$ cat config.mk
export PLATFORM = sky130hd
export DESIGN_NAME = control_unit_flat
export DESIGN_NICKNAME = d
export VERILOG_FILES = /design/src/rtl/cpu_ctrl_pkg.sv /design/src/rtl/control_unit_if.sv /design/src/rtl/ctrl_opdecode.sv /design/src/rtl/control_unit.sv /design/src/flat_wrapper.sv
export SDC_FILE = /design/constraint.sdc
export NUM_CORES = 1
export LEC_CHECK = 0
export ABC_AREA = 1
export CORE_UTILIZATION = 30
export CTS_BUF_LIST = sky130_fd_sc_hd__clkbuf_4
export DETAILED_ROUTE_END_ITERATION = 10
export PLACE_DENSITY = 0.7
export SLEW_MARGIN = 20
export SYNTH_ARGS = -nofsm -noshare
export SYNTH_HDL_FRONTEND = slang
export SYNTH_SLANG_ARGS = --single-unit
$ cat constraint.sdc
create_clock -name clock -period 2.5 [get_ports clock]
set_input_delay 0.625 -clock clock [delete_from_list [all_inputs] [get_ports clock]]
set_output_delay 0.625 -clock clock [all_outputs]
set_load 0.1 [all_outputs]
$ cat src/rtl/cpu_ctrl_pkg.sv
// Shared definitions for the single-bus CPU control unit.
// Provides the opcode and ALU-code constants, the sequencer state encoding,
// the opcode-class encoding and a helper that maps an opcode to its class.
package cpu_ctrl_pkg;

  localparam logic [4:0] OpLd    = 5'b00000;
  localparam logic [4:0] OpLdi   = 5'b00001;
  localparam logic [4:0] OpSt    = 5'b00010;
  localparam logic [4:0] OpAluLo = 5'b00011;
  localparam logic [4:0] OpAluHi = 5'b01011;
  localparam logic [4:0] OpAddi  = 5'b01100;
  localparam logic [4:0] OpAndi  = 5'b01101;
  localparam logic [4:0] OpOri   = 5'b01110;
  localparam logic [4:0] OpBr    = 5'b10010;
  localparam logic [4:0] OpJr    = 5'b10011;
  localparam logic [4:0] OpNop   = 5'b11010;
  localparam logic [4:0] OpHalt  = 5'b11011;

  localparam logic [4:0] AluAdd = 5'b00011;
  localparam logic [4:0] AluAnd = 5'b00101;
  localparam logic [4:0] AluOr  = 5'b00110;

  typedef enum logic [3:0] {
    RESET, T0, T1, T2, T3, T4, T5, T6, T7, HALT
  } state_e;

  typedef enum logic [3:0] {
    ClsAlu, ClsImm, ClsLdi, ClsLd, ClsSt, ClsBr, ClsJr, ClsNop, ClsHalt, ClsIllegal
  } op_class_e;

  function automatic op_class_e decode_class(input logic [4:0] op);
    op_class_e cls;
    if (op >= OpAluLo && op <= OpAluHi) begin
      cls = ClsAlu;
    end else begin
      case (op)
        OpLd:                  cls = ClsLd;
        OpLdi:                 cls = ClsLdi;
        OpSt:                  cls = ClsSt;
        OpAddi, OpAndi, OpOri: cls = ClsImm;
        OpBr:                  cls = ClsBr;
        OpJr:                  cls = ClsJr;
        OpNop:                 cls = ClsNop;
        OpHalt:                cls = ClsHalt;
        default:               cls = ClsIllegal;
      endcase
    end
    return cls;
  endfunction

endpackage

$ cat src/rtl/control_unit_if.sv
// Bundle of every signal between the control unit and the datapath.
// master: control unit (reads IR/conOut/stop, drives strobes and status).
// slave:  datapath / environment (drives IR/conOut/stop, reads strobes).
interface control_unit_if;
  logic [31:0] IR;
  logic        conOut;
  logic        stop;

  logic PCout, IncPC, PCin, MARin, MDRin, MDRout, IRin, Yin, ZLOin, ZLOout, CSignout;
  logic Gra, Grb, Grc, Rin, Rout, BAout, conin;
  logic read, write, RAMenable;
  logic [4:0] aluControl;
  logic run;
  logic illegal;

  modport master (
    input  IR, conOut, stop,
    output PCout, IncPC, PCin, MARin, MDRin, MDRout, IRin, Yin, ZLOin, ZLOout, CSignout,
    output Gra, Grb, Grc, Rin, Rout, BAout, conin,
    output read, write, RAMenable, aluControl, run, illegal
  );

  modport slave (
    output IR, conOut, stop,
    input  PCout, IncPC, PCin, MARin, MDRin, MDRout, IRin, Yin, ZLOin, ZLOout, CSignout,
    input  Gra, Grb, Grc, Rin, Rout, BAout, conin,
    input  read, write, RAMenable, aluControl, run, illegal
  );
endinterface

$ cat src/rtl/ctrl_opdecode.sv
// Combinational opcode decoder.
// opcode_i   : IR[31:27]
// op_class_o : execute-sequence class of the instruction
// alu_code_o : ALU operation used by the instruction's add/logic step
module ctrl_opdecode
  import cpu_ctrl_pkg::*;
#(
  parameter logic [4:0] ALU_ADD = 5'b00011
) (
  input  logic [4:0] opcode_i,
  output op_class_e  op_class_o,
  output logic [4:0] alu_code_o
);

  assign op_class_o = decode_class(opcode_i);

  always_comb begin
    alu_code_o = 5'b00000;
    case (op_class_o)
      ClsAlu: alu_code_o = opcode_i;
      ClsImm: begin
        case (opcode_i)
          OpAndi:  alu_code_o = AluAnd;
          OpOri:   alu_code_o = AluOr;
          default: alu_code_o = AluAdd;
        endcase
      end
      // Effective-address and branch-target adds.
      ClsLdi, ClsLd, ClsSt, ClsBr: alu_code_o = ALU_ADD;
      default: alu_code_o = 5'b00000;
    endcase
  end

endmodule

$ cat src/rtl/control_unit.sv
// Hardwired fetch/decode/execute sequencer for the single-bus CPU datapath.
// clock : rising-edge clock
// clear : asynchronous active-high reset, forces RESET
// cu    : datapath bundle (IR, conOut, stop in; strobes, aluControl, run, illegal out)
// Outputs are a Moore decode of the state register; the only exceptions are the
// T0 strobes (suppressed when stop is seen) and PCin in the branch T6 step (conOut).
module control_unit
  import cpu_ctrl_pkg::*;
#(
  parameter int unsigned MEM_WAIT = 0,
  parameter logic [4:0]  ALU_ADD  = 5'b00011
) (
  input  logic           clock,
  input  logic           clear,
  control_unit_if.master cu
);

  localparam logic [2:0] MemWaitLd = 3'(MEM_WAIT);

  state_e     state_q, state_d;
  logic [2:0] wait_q, wait_d;
  logic       illegal_q, illegal_d;
  op_class_e  op_class;
  logic [4:0] alu_code;

  ctrl_opdecode #(
    .ALU_ADD(ALU_ADD)
  ) u_opdecode (
    .opcode_i  (cu.IR[31:27]),
    .op_class_o(op_class),
    .alu_code_o(alu_code)
  );

  // Next state. Memory steps (T1, ld T6, st T7) load the wait counter on entry
  // and only advance once it has counted down to zero.
  always_comb begin
    state_d   = state_q;
    wait_d    = wait_q;
    illegal_d = illegal_q;
    case (state_q)
      RESET: state_d = T0;
      T0: begin
        if (cu.stop) begin
          state_d = HALT;
        end else begin
          state_d = T1;
          wait_d  = MemWaitLd;
        end
      end
      T1: begin
        if (wait_q == 3'd0) state_d = T2;
        else                wait_d  = wait_q - 3'd1;
      end
      T2: begin
        case (op_class)
          ClsNop:  state_d = T0;
          ClsHalt: state_d = HALT;
          ClsIllegal: begin
            state_d   = HALT;
            illegal_d = 1'b1;
          end
          default: state_d = T3;
        endcase
      end
      T3: state_d = (op_class == ClsJr) ? T0 : T4;
      T4: state_d = T5;
      T5: begin
        if (op_class == ClsLd || op_class == ClsSt || op_class == ClsBr) begin
          state_d = T6;
          if (op_class == ClsLd) wait_d = MemWaitLd;
        end else begin
          state_d = T0;
        end
      end
      T6: begin
        if (op_class == ClsLd) begin
          if (wait_q == 3'd0) state_d = T7;
          else                wait_d  = wait_q - 3'd1;
        end else if (op_class == ClsSt) begin
          state_d = T7;
          wait_d  = MemWaitLd;
        end else begin
          state_d = T0;
        end
      end
      T7: begin
        if (op_class == ClsSt && wait_q != 3'd0) wait_d  = wait_q - 3'd1;
        else                                     state_d = T0;
      end
      HALT:    state_d = HALT;
      default: state_d = RESET;
    endcase
  end

  always_ff @(posedge clock or posedge clear) begin
    if (clear) begin
      state_q   <= RESET;
      wait_q    <= 3'd0;
      illegal_q <= 1'b0;
    end else begin
      state_q   <= state_d;
      wait_q    <= wait_d;
      illegal_q <= illegal_d;
    end
  end

  always_comb begin
    {cu.PCout, cu.IncPC, cu.PCin, cu.MARin, cu.MDRin, cu.MDRout, cu.IRin} = '0;
    {cu.Yin, cu.ZLOin, cu.ZLOout, cu.CSignout} = '0;
    {cu.Gra, cu.Grb, cu.Grc, cu.Rin, cu.Rout, cu.BAout, cu.conin} = '0;
    {cu.read, cu.write, cu.RAMenable} = '0;
    cu.aluControl = 5'b00000;
    cu.run        = (state_q != RESET) && (state_q != HALT);
    cu.illegal    = illegal_q;
    case (state_q)
      T0: begin
        // A pending stop turns this T0 into a silent step towards HALT.
        if (!cu.stop) {cu.PCout, cu.MARin, cu.IncPC} = 3'b111;
      end
      T1: {cu.read, cu.RAMenable, cu.MDRin} = 3'b111;
      T2: {cu.MDRout, cu.IRin} = 2'b11;
      T3: begin
        case (op_class)
          ClsAlu, ClsImm:      {cu.Grb, cu.Rout, cu.Yin} = 3'b111;
          ClsLdi, ClsLd, ClsSt: {cu.Grb, cu.BAout, cu.Yin} = 3'b111;
          ClsBr:               {cu.Gra, cu.Rout, cu.conin} = 3'b111;
          ClsJr:               {cu.Gra, cu.Rout, cu.PCin} = 3'b111;
          default: ;
        endcase
      end
      T4: begin
        case (op_class)
          ClsAlu: begin
            {cu.Grc, cu.Rout, cu.ZLOin} = 3'b111;
            cu.aluControl = alu_code;
          end
          ClsImm, ClsLdi, ClsLd, ClsSt: begin
            {cu.CSignout, cu.ZLOin} = 2'b11;
            cu.aluControl = alu_code;
          end
          ClsBr:   {cu.PCout, cu.Yin} = 2'b11;
          default: ;
        endcase
      end
      T5: begin
        case (op_class)
          ClsAlu, ClsImm, ClsLdi: {cu.ZLOout, cu.Gra, cu.Rin} = 3'b111;
          ClsLd, ClsSt:           {cu.ZLOout, cu.MARin} = 2'b11;
          ClsBr: begin
            {cu.CSignout, cu.ZLOin} = 2'b11;
            cu.aluControl = alu_code;
          end
          default: ;
        endcase
      end
      T6: begin
        case (op_class)
          ClsLd: {cu.read, cu.RAMenable, cu.MDRin} = 3'b111;
          ClsSt: {cu.Gra, cu.Rout, cu.MDRin} = 3'b111;
          ClsBr: begin
            cu.ZLOout = 1'b1;
            cu.PCin   = cu.conOut;
          end
          default: ;
        endcase
      end
      T7: begin
        case (op_class)
          ClsLd:   {cu.MDRout, cu.Gra, cu.Rin} = 3'b111;
          ClsSt:   {cu.write, cu.RAMenable} = 2'b11;
          default: ;
        endcase
      end
      default: ;
    endcase
  end

endmodule

$ cat src/flat_wrapper.sv
// flat-port wrapper written by rule: the top's interface ports become plain ports
module control_unit_flat import cpu_ctrl_pkg::*;
#(
  parameter int unsigned MEM_WAIT = 0,
  parameter logic [4:0]  ALU_ADD  = 5'b00011
)
  (clock, clear, cu_IR, cu_conOut, cu_stop, cu_PCout, cu_IncPC, cu_PCin, cu_MARin, cu_MDRin, cu_MDRout, cu_IRin, cu_Yin, cu_ZLOin, cu_ZLOout, cu_CSignout, cu_Gra, cu_Grb, cu_Grc, cu_Rin, cu_Rout, cu_BAout, cu_conin, cu_read, cu_write, cu_RAMenable, cu_aluControl, cu_run, cu_illegal);
  control_unit_if cu_i ();
  input  logic clock;
  input  logic clear;
  input wire logic [$bits(cu_i.IR)-1:0] cu_IR;
  input wire logic [$bits(cu_i.conOut)-1:0] cu_conOut;
  input wire logic [$bits(cu_i.stop)-1:0] cu_stop;
  output wire logic [$bits(cu_i.PCout)-1:0] cu_PCout;
  output wire logic [$bits(cu_i.IncPC)-1:0] cu_IncPC;
  output wire logic [$bits(cu_i.PCin)-1:0] cu_PCin;
  output wire logic [$bits(cu_i.MARin)-1:0] cu_MARin;
  output wire logic [$bits(cu_i.MDRin)-1:0] cu_MDRin;
  output wire logic [$bits(cu_i.MDRout)-1:0] cu_MDRout;
  output wire logic [$bits(cu_i.IRin)-1:0] cu_IRin;
  output wire logic [$bits(cu_i.Yin)-1:0] cu_Yin;
  output wire logic [$bits(cu_i.ZLOin)-1:0] cu_ZLOin;
  output wire logic [$bits(cu_i.ZLOout)-1:0] cu_ZLOout;
  output wire logic [$bits(cu_i.CSignout)-1:0] cu_CSignout;
  output wire logic [$bits(cu_i.Gra)-1:0] cu_Gra;
  output wire logic [$bits(cu_i.Grb)-1:0] cu_Grb;
  output wire logic [$bits(cu_i.Grc)-1:0] cu_Grc;
  output wire logic [$bits(cu_i.Rin)-1:0] cu_Rin;
  output wire logic [$bits(cu_i.Rout)-1:0] cu_Rout;
  output wire logic [$bits(cu_i.BAout)-1:0] cu_BAout;
  output wire logic [$bits(cu_i.conin)-1:0] cu_conin;
  output wire logic [$bits(cu_i.read)-1:0] cu_read;
  output wire logic [$bits(cu_i.write)-1:0] cu_write;
  output wire logic [$bits(cu_i.RAMenable)-1:0] cu_RAMenable;
  output wire logic [$bits(cu_i.aluControl)-1:0] cu_aluControl;
  output wire logic [$bits(cu_i.run)-1:0] cu_run;
  output wire logic [$bits(cu_i.illegal)-1:0] cu_illegal;
  assign cu_i.IR = cu_IR;
  assign cu_i.conOut = cu_conOut;
  assign cu_i.stop = cu_stop;
  assign cu_PCout = cu_i.PCout;
  assign cu_IncPC = cu_i.IncPC;
  assign cu_PCin = cu_i.PCin;
  assign cu_MARin = cu_i.MARin;
  assign cu_MDRin = cu_i.MDRin;
  assign cu_MDRout = cu_i.MDRout;
  assign cu_IRin = cu_i.IRin;
  assign cu_Yin = cu_i.Yin;
  assign cu_ZLOin = cu_i.ZLOin;
  assign cu_ZLOout = cu_i.ZLOout;
  assign cu_CSignout = cu_i.CSignout;
  assign cu_Gra = cu_i.Gra;
  assign cu_Grb = cu_i.Grb;
  assign cu_Grc = cu_i.Grc;
  assign cu_Rin = cu_i.Rin;
  assign cu_Rout = cu_i.Rout;
  assign cu_BAout = cu_i.BAout;
  assign cu_conin = cu_i.conin;
  assign cu_read = cu_i.read;
  assign cu_write = cu_i.write;
  assign cu_RAMenable = cu_i.RAMenable;
  assign cu_aluControl = cu_i.aluControl;
  assign cu_run = cu_i.run;
  assign cu_illegal = cu_i.illegal;
  control_unit #(.MEM_WAIT(MEM_WAIT), .ALU_ADD(ALU_ADD)) u_core (.clock(clock), .clear(clear), .cu(cu_i));
endmodule
==> flow_summary_export.csv, run 1 <==
group,metric,value,unit
finish,syn_to_final_growth,125,%
power,power_switching,1300,uW
place,dp_cells,375,
sta,min_period_over_period,1.16,
critical_path,reg2reg_to,"u_core.wait_q[1]$_DFFE_PP0P_",
synth,ys_types,34,
synth,synth.avg_cell_area,5.80,um^2
synth,ys_seq_elements,8,
sta,max_freq,346,MHz
critical_path,path_class,"in -> out",
grt,grt_use_met2,0.393,
detailed_routing,viasPerCell,5.30,
finish,drive_above_1_share,0.589,
sta,finalSetupViolations,23,
power,p_comb_frac,0.859,
floorplanning,coreArea,4470,um^2
critical_path,r2r_cells,8,
sta,fin_crit,2.89,ns
grt,grt.busiest_layer,"met2",
sta,timing.final.ws_setup,-0.391,ns
finish,fill_cells,301,
place,io_buffers,35,
power,pwr-share-seq,0.097,
synth,synthArstFlopShare,1.00,
finish,final_cells,395,
detailed_routing,drt-initial-drc-count,151,
detailed_routing,wl_per_cell,15.9,um
clock_network,cts.sinks,8,
power,p_sw_frac,0.598,
job,drv_cap,0,
critical_path,path_cells,"buf_12 > ha_4 > nor2_2 > nand3_4 > nand2_8 > nand2_4 > inv_2 > nand2_2 > nor2_4 > o21ai_1 > o21ai_2 > nor2_2 > nor2_4 > buf_12",
sta,slew_viol_final,0,
grt,grt_max_degree,9,
critical_path,slowest_delay,0.18,ns
grt,grtUsageMet1,0.289,
clock_network,clock_latency,0.25,ns
place,gp_congestion,0.880,
critical_path,critical_path_required,1.88,ns
floorplanning,start_util,0.319,
clock_network,path_clk_slew,0.05,ns
clock_network,cts_hold_repair.buffers,0,
power,p_int,872,uW
detailed_routing,num_vias,2092,
sta,rsz0062_at_grt,"yes",
finish,final_cell_mix,"buf_4, nand2_1, buf_12, nand3_1, inv_1",
detailed_routing,postRouteAntennaNets,0,
grt,grt_pass1_wl,9250,um
critical_path,cp.arrival,2.27,ns
critical_path,end_kind,"output port",
clock_network,cts_buffers,3,
detailed_routing,drc,6,
synth,synthCells,246,
synth,ys_seq_area_frac,0.140,
floorplanning,pin_count,64,
sta,finalSetupTns,-7.43,ns
min_path,min_delay_worst_endpoint,"u_core.cu.illegal$_DFFE_PP0P_",
clock_network,clockRootBuffer,"clkbuf_4",
grt,grt_antenna_before_repair,0,
critical_path,crit_fanout,5,
place,place_hpwl,3810,um
detailed_routing,dr.pass1.iters,8,
synth,ys.flop_type,"dfrtp_1",
detailed_routing,wirelength,6280,um
finish,final_nets,386,
clock_network,htreeDepth,1,
synth,synth_edf_count,0,
run_status,outcome,"finished with violations",
min_path,hp-class,"reg -> reg",
finish,diodes,0,
floorplanning,rows,24,
sta,finClkSkew,0.00196,ns
power,p_clk_frac,0.043,
synth,yosysWarnings,0,
sta,hold_viol,0,
clock_network,clockBufferDepth,2,
critical_path,start_kind,"primary input",
grt,use_met3,0.0199,
critical_path,rr_startpoint,"u_core.state_q[2]$_DFFE_PP0P_",
critical_path,critPathLaunch,"cu_IR[27]",
floorplanning,dieArea,5030,um^2
power,power_leakage,0.00155,uW
grt,grt_pass1_vias,2006,
critical_path,crit_slowest_cell,"ha_4",
run_status,violations,"design-rule violations, negative setup slack",
finish,final_util,0.719,
power,pwr_density_cell,675,nW/um^2
grt,grt_usage,0.229,
min_path,hold_path_depth,1,
synth,syn-cell-area,1430,um^2
power,ir_drop,0.837,mV
floorplanning,die_height,71.0,um
synth,synth_nets,287,
min_path,hold_start,"u_core.cu.illegal$_DFFE_PP0P_",
critical_path,rrSetupSlack,0.56,ns
clock_network,cts_tree,"built",
grt,grt-ovfl-total,0,
finish,final_common_cell,"buf_4",
floorplanning,die_w,71.0,um
-- sequential cells by signal (all words and copies together) (netlist names) --
name,count
u_core.state_q,4
u_core.cu.illegal,1
u_core.wait_q,3
-- routing by layer --
metal / wire, um / part of all wire / vias to the layer above
met5: 0 / 0 / -
met1: 2540 / 0.40 / 970
li1: - / - / 983
met3: 359 / 0.057 / 28
met4: 274 / 0.044 / 0
met2: 3100 / 0.49 / 111
-- worst max-delay path, delay by kind of cell --
family / cells / cell delay [ns]
buffers and inverters: 3 / 0.37
and+or+nand+nor: 8 / 0.89
adders and majority gates: 1 / 0.18
AOI/OAI and AO/OA: 2 / 0.19
-- repair_timing --
action	4_1_cts	5_1_grt
cloned	1	0
resized for setup	94	20
pin swaps	36	31
buffers inserted	7	11
endpoints found under the setup margin	30	23
-- cell usage after synthesis, types with 4 or more instances --
cell,n,area [um^2]
nor3_1,4,20.0
nand2_4,4,45.0
nand2_2,10,62.6
nand2_1,59,221
o21ai_0,9,45.0
nand3_1,33,165
inv_1,34,128
dfrtp_1,8,200
ha_1,5,62.6
o21ai_1,4,20.0
nor2_1,37,139
inv_2,7,26.3
a21oi_1,4,20.0
-- metrics by stage --
stage	total power (uW)	worst slack [ns]	hold slack (ns)	area, um^2
3_3_place_gp	1870	-0.830	0.460	2730
6_report	2170	-0.391	0.474	3220
5_1_grt	2280	-0.451	0.499	3220
3_5_place_dp	1890	-0.891	0.450	2730
4_1_cts	2080	-0.327	0.472	3070
2_1_floorplan	1350	-0.518	0.441	1720
-- cell families after synthesis --
group	Yosys count	synth area share
AND/OR/NAND/NOR	164	0.585
buffers and inverters	43	0.117
AO/OA/AOI/OAI	23	0.0991
flip-flops	8	0.140
adder cells (fa/ha/maj)	5	0.0439
XOR/XNOR	2	0.0123
other	1	0.00263
-- power groups by stage --
stage | Combinational [uW] | Clock, uW | Sequential (uW)
after CTS | 1780 | 98.6 | 208
final | 1860 | 94.2 | 211
after detailed placement | 1680 | 0 | 210
after floorplan | 1090 | 0 | 263
after global routing | 1960 | 106 | 216
after global placement | 1670 | 0 | 209
-- how the worst max path moves through the flow --
stage / endpoint / cells past startpoint
global route: cu_aluControl[1] / 14
detailed placement: cu_aluControl[0] / 15
floorplan: cu_aluControl[3] / 11
CTS: cu_aluControl[0] / 15
finish: cu_aluControl[1] / 14
global placement: cu_aluControl[0] / 16
-- final cells by class --
class,count,area [um^2],share of cell area
multi-input combinational,196,1590,0.495
timing repair buffer,95,1140,0.355
sequential,8,200,0.0623
inverter,41,194,0.0603
tap,52,65.1,0.0202
clock buffer,3,22.5,0.00700
(Power assumes the default switching activity.)
==> inputs of run 2 (changes only) <==
--- a/config.mk
+++ b/config.mk
@@ -5,7 +5,7 @@
 export SDC_FILE = /design/constraint.sdc
 export NUM_CORES = 1
 export LEC_CHECK = 0
-export ABC_AREA = 1
+export CAP_MARGIN = 20
 export CORE_UTILIZATION = 30
 export CTS_BUF_LIST = sky130_fd_sc_hd__clkbuf_4
 export DETAILED_ROUTE_END_ITERATION = 10
==> run 2 against run 1 <==
Effect of this change:
- the flow finishes with violations (negative setup slack)
- clock power up 18%
- critical path type unchanged
- register-to-register slack worse by 0.44 ns
- critical endpoint is now cu_ZLOin
- first-iteration DRC count rose to 3.2 times the previous value
- cell count down 3.3%
- global-route usage up 6.9 points
- fmax down 11%
- synthesized area down 1.8%
- core utilization up 8.3 points
- wire length up 49%
==> flow_summary_export.csv, run 2 <==
group,metric,value,unit
run_status,violations,"negative setup slack",
critical_path,path_class,"in -> out",
clock_network,clockRootBuffer,"clkbuf_4",
sta,slew_viol_final,0,
run_status,outcome,"finished with violations",
finish,syn_to_final_growth,153,%
min_path,hold_path_depth,1,
place,place_hpwl,4400,um
detailed_routing,dr.pass1.iters,6,
floorplanning,dieArea,4940,um^2
sta,finClkSkew,0.0141,ns
clock_network,cts_tree,"built",
critical_path,critical_path_required,1.88,ns
finish,diodes,0,
finish,final_nets,373,
floorplanning,die_w,70.3,um
floorplanning,die_height,70.3,um
synth,synth_nets,246,
floorplanning,start_util,0.317,
grt,grt_antenna_before_repair,0,
grt,use_met3,0.0476,
floorplanning,rows,24,
sta,rsz0062_at_grt,"yes",
finish,final_util,0.802,
synth,synth_xor_xnor_area_share,0,
grt,grt.busiest_layer,"met2",
synth,synth_edf_count,0,
sta,finalSetupViolations,30,
finish,fill_cells,206,
sta,relSlewSlack,0.475,
critical_path,end_kind,"output port",
sta,tightest_slew,0.786,ns
sta,hold_viol,0,
synth,ys_top_cells_by_area,"dfrtp_1, nand2_1, nor2_1",
sta,timing.final.ws_setup,-0.746,ns
synth,ys.flop_type,"dfrtp_1",
grt,grt_use_met2,0.497,
detailed_routing,postRouteAntennaNets,0,
detailed_routing,drc,0,
detailed_routing,wirelength,9360,um
clock_network,cts_buffers,3,
detailed_routing,wl_per_cell,24.5,um
place,gp_congestion,0.955,
grt,grtUsageMet1,0.372,
synth,synth_compound_area_frac,0.332,
grt,grt-ovfl-total,0,
synth,synthCells,205,
floorplanning,coreArea,4410,um^2
synth,yosys.area.top_type,"dfrtp_1",
synth,synth_top_area_share,0.143,
grt,grt_pass1_vias,2205,
synth,yosysWarnings,0,
clock_network,cts_hold_repair.buffers,0,
finish,regMostFlops,"u_core.state_q",
clock_network,clock_latency,0.27,ns
power,ir_drop,1.06,mV
synth,synth_commonest_cells,"nand2_1, nor2_1, inv_1, o21ai_0, a21oi_1",
synth,synth-adder-area-share,0.0447,
clock_network,cts.sinks,8,
critical_path,r2r_cells,8,
sta,finalSetupTns,-13.81,ns
detailed_routing,drt-initial-drc-count,478,
synth,synthArstFlopShare,1.00,
critical_path,start_kind,"primary input",
grt,grt_pass1_wl,11600,um
synth,ys_seq_area_frac,0.143,
sta,holdWs,0.503,ns
min_path,hp-class,"reg -> reg",
synth,synthMuxAreaShare,0,
critical_path,crit_fanout,4,
finish,final_common_cell,"buf_4",
clock_network,clockBufferDepth,2,
grt,grt_max_degree,15,
detailed_routing,viasPerCell,6.71,
place,io_buffers,35,
synth,ys_seq_elements,8,
synth,synth.avg_cell_area,6.83,um^2
synth,synth_top_family_by_area,"simple AND/OR/NAND/NOR gates",
synth,synth_most_common_cell,"nand2_1",
place,place_ws,-1.17,ns
synth,syn-cell-area,1400,um^2
grt,grt_usage,0.298,
detailed_routing,num_vias,2565,
sta,max_freq,308,MHz
power,power_leakage,0.00142,uW
job,drv_cap,0,
power,power,2560,uW
critical_path,cp.arrival,2.62,ns
finish,largest_reg_flops,4,
finish,final_cell_mix,"buf_4, buf_6, buf_12, inv_1, nand2_1",
sta,fin_crit,3.25,ns
power,pwr_density_cell,723,nW/um^2
floorplanning,pin_count,64,
synth,ys_types,58,
sta,min_period_over_period,1.30,
clock_network,htreeDepth,1,
clock_network,path_clk_slew,0.05,ns
finish,drive_above_1_share,0.645,
synth,synthSimpleGateAreaFrac,0.397,
==> run 2: changes by cell type after synthesis, sizes merged, moves of 7 or more <==
cell,previous run,this run
a21oi,4,13
clkbuf,0,7
nand2b,0,7
nor2,41,18
nand2,74,21
nand3,37,10
inv,41,13
==> run 2: logic make-up after synthesis <==
| kind of cell | Yosys count |
|---|---|
| buf+inv | 26 |
| simple gates | 98 |
| compound gates | 67 |
| other cells | 1 |
| flops | 8 |
| fa+ha+maj | 5 |
==> run 2: layer usage <==
layer  vias to the layer above  part of all wire  wire [um]
met5                         -                 0          0
met4                         0             0.079        738
met3                        94              0.11       1010
met2                       264              0.45       4230
met1                      1183              0.36       3380
li1                       1024                 -          -
==> run 2: worst paths after layout <==
kind | from | endpoint | slack [ns]
setup / recovery | cu_IR[27] | cu_ZLOin | -0.75
min in group asynchronous | clear | u_core.state_q[3]$_DFFE_PP0P_ | 0.62
max in group asynchronous | clear | u_core.state_q[0]$_DFFE_PP0P_ | 1.60
hold / removal | u_core.cu.illegal$_DFFE_PP0P_ | u_core.cu.illegal$_DFFE_PP0P_ | 0.50
setup reg to reg | u_core.state_q[2]$_DFFE_PP0P_ | u_core.state_q[0]$_DFFE_PP0P_ | 0.12
hold reg to reg | u_core.cu.illegal$_DFFE_PP0P_ | u_core.cu.illegal$_DFFE_PP0P_ | 0.50
==> run 2: what timing repair did <==
action,in CTS,in global routing
gates resized for setup,56,69
setup buffers,26,19
hold endpoints to repair,0,0
pin swaps,29,38
endpoints found under the setup margin,31,30
==> run 2: cell type report <==
cell class,instances,area (um^2),share of cell area
inverter,13,68.8,0.0194
sequential,8,200,0.0565
multi-input combinational,171,1710,0.483
tap,52,65.1,0.0184
timing repair buffer,135,1470,0.416
clock buffer,3,22.5,0.00636
==> run 2: power by group <==
group          total (uW)  switching, uW  internal, uW
clock network         111           55.4          55.5
logic                2180           1350           831
registers             267           84.5           183
total                2560           1490          1070
==> run 2: worst max-delay path: stages <==
cell        delay (ns)
buf_12            0.11
ha_4              0.16
and4b_2           0.27
nor4_4            0.52
nor2_4            0.09
nand2_2           0.14
o22a_2            0.21
buf_4             0.18
clkinvlp_4        0.12
buf_12            0.17
==> run 2: per-stage QoR <==
step	std cells	area (um^2)
6_report	382	3540
3_5_place_dp	344	2810
2_1_floorplan	205	1710
3_3_place_gp	344	2810
5_1_grt	382	3540
4_1_cts	373	3230
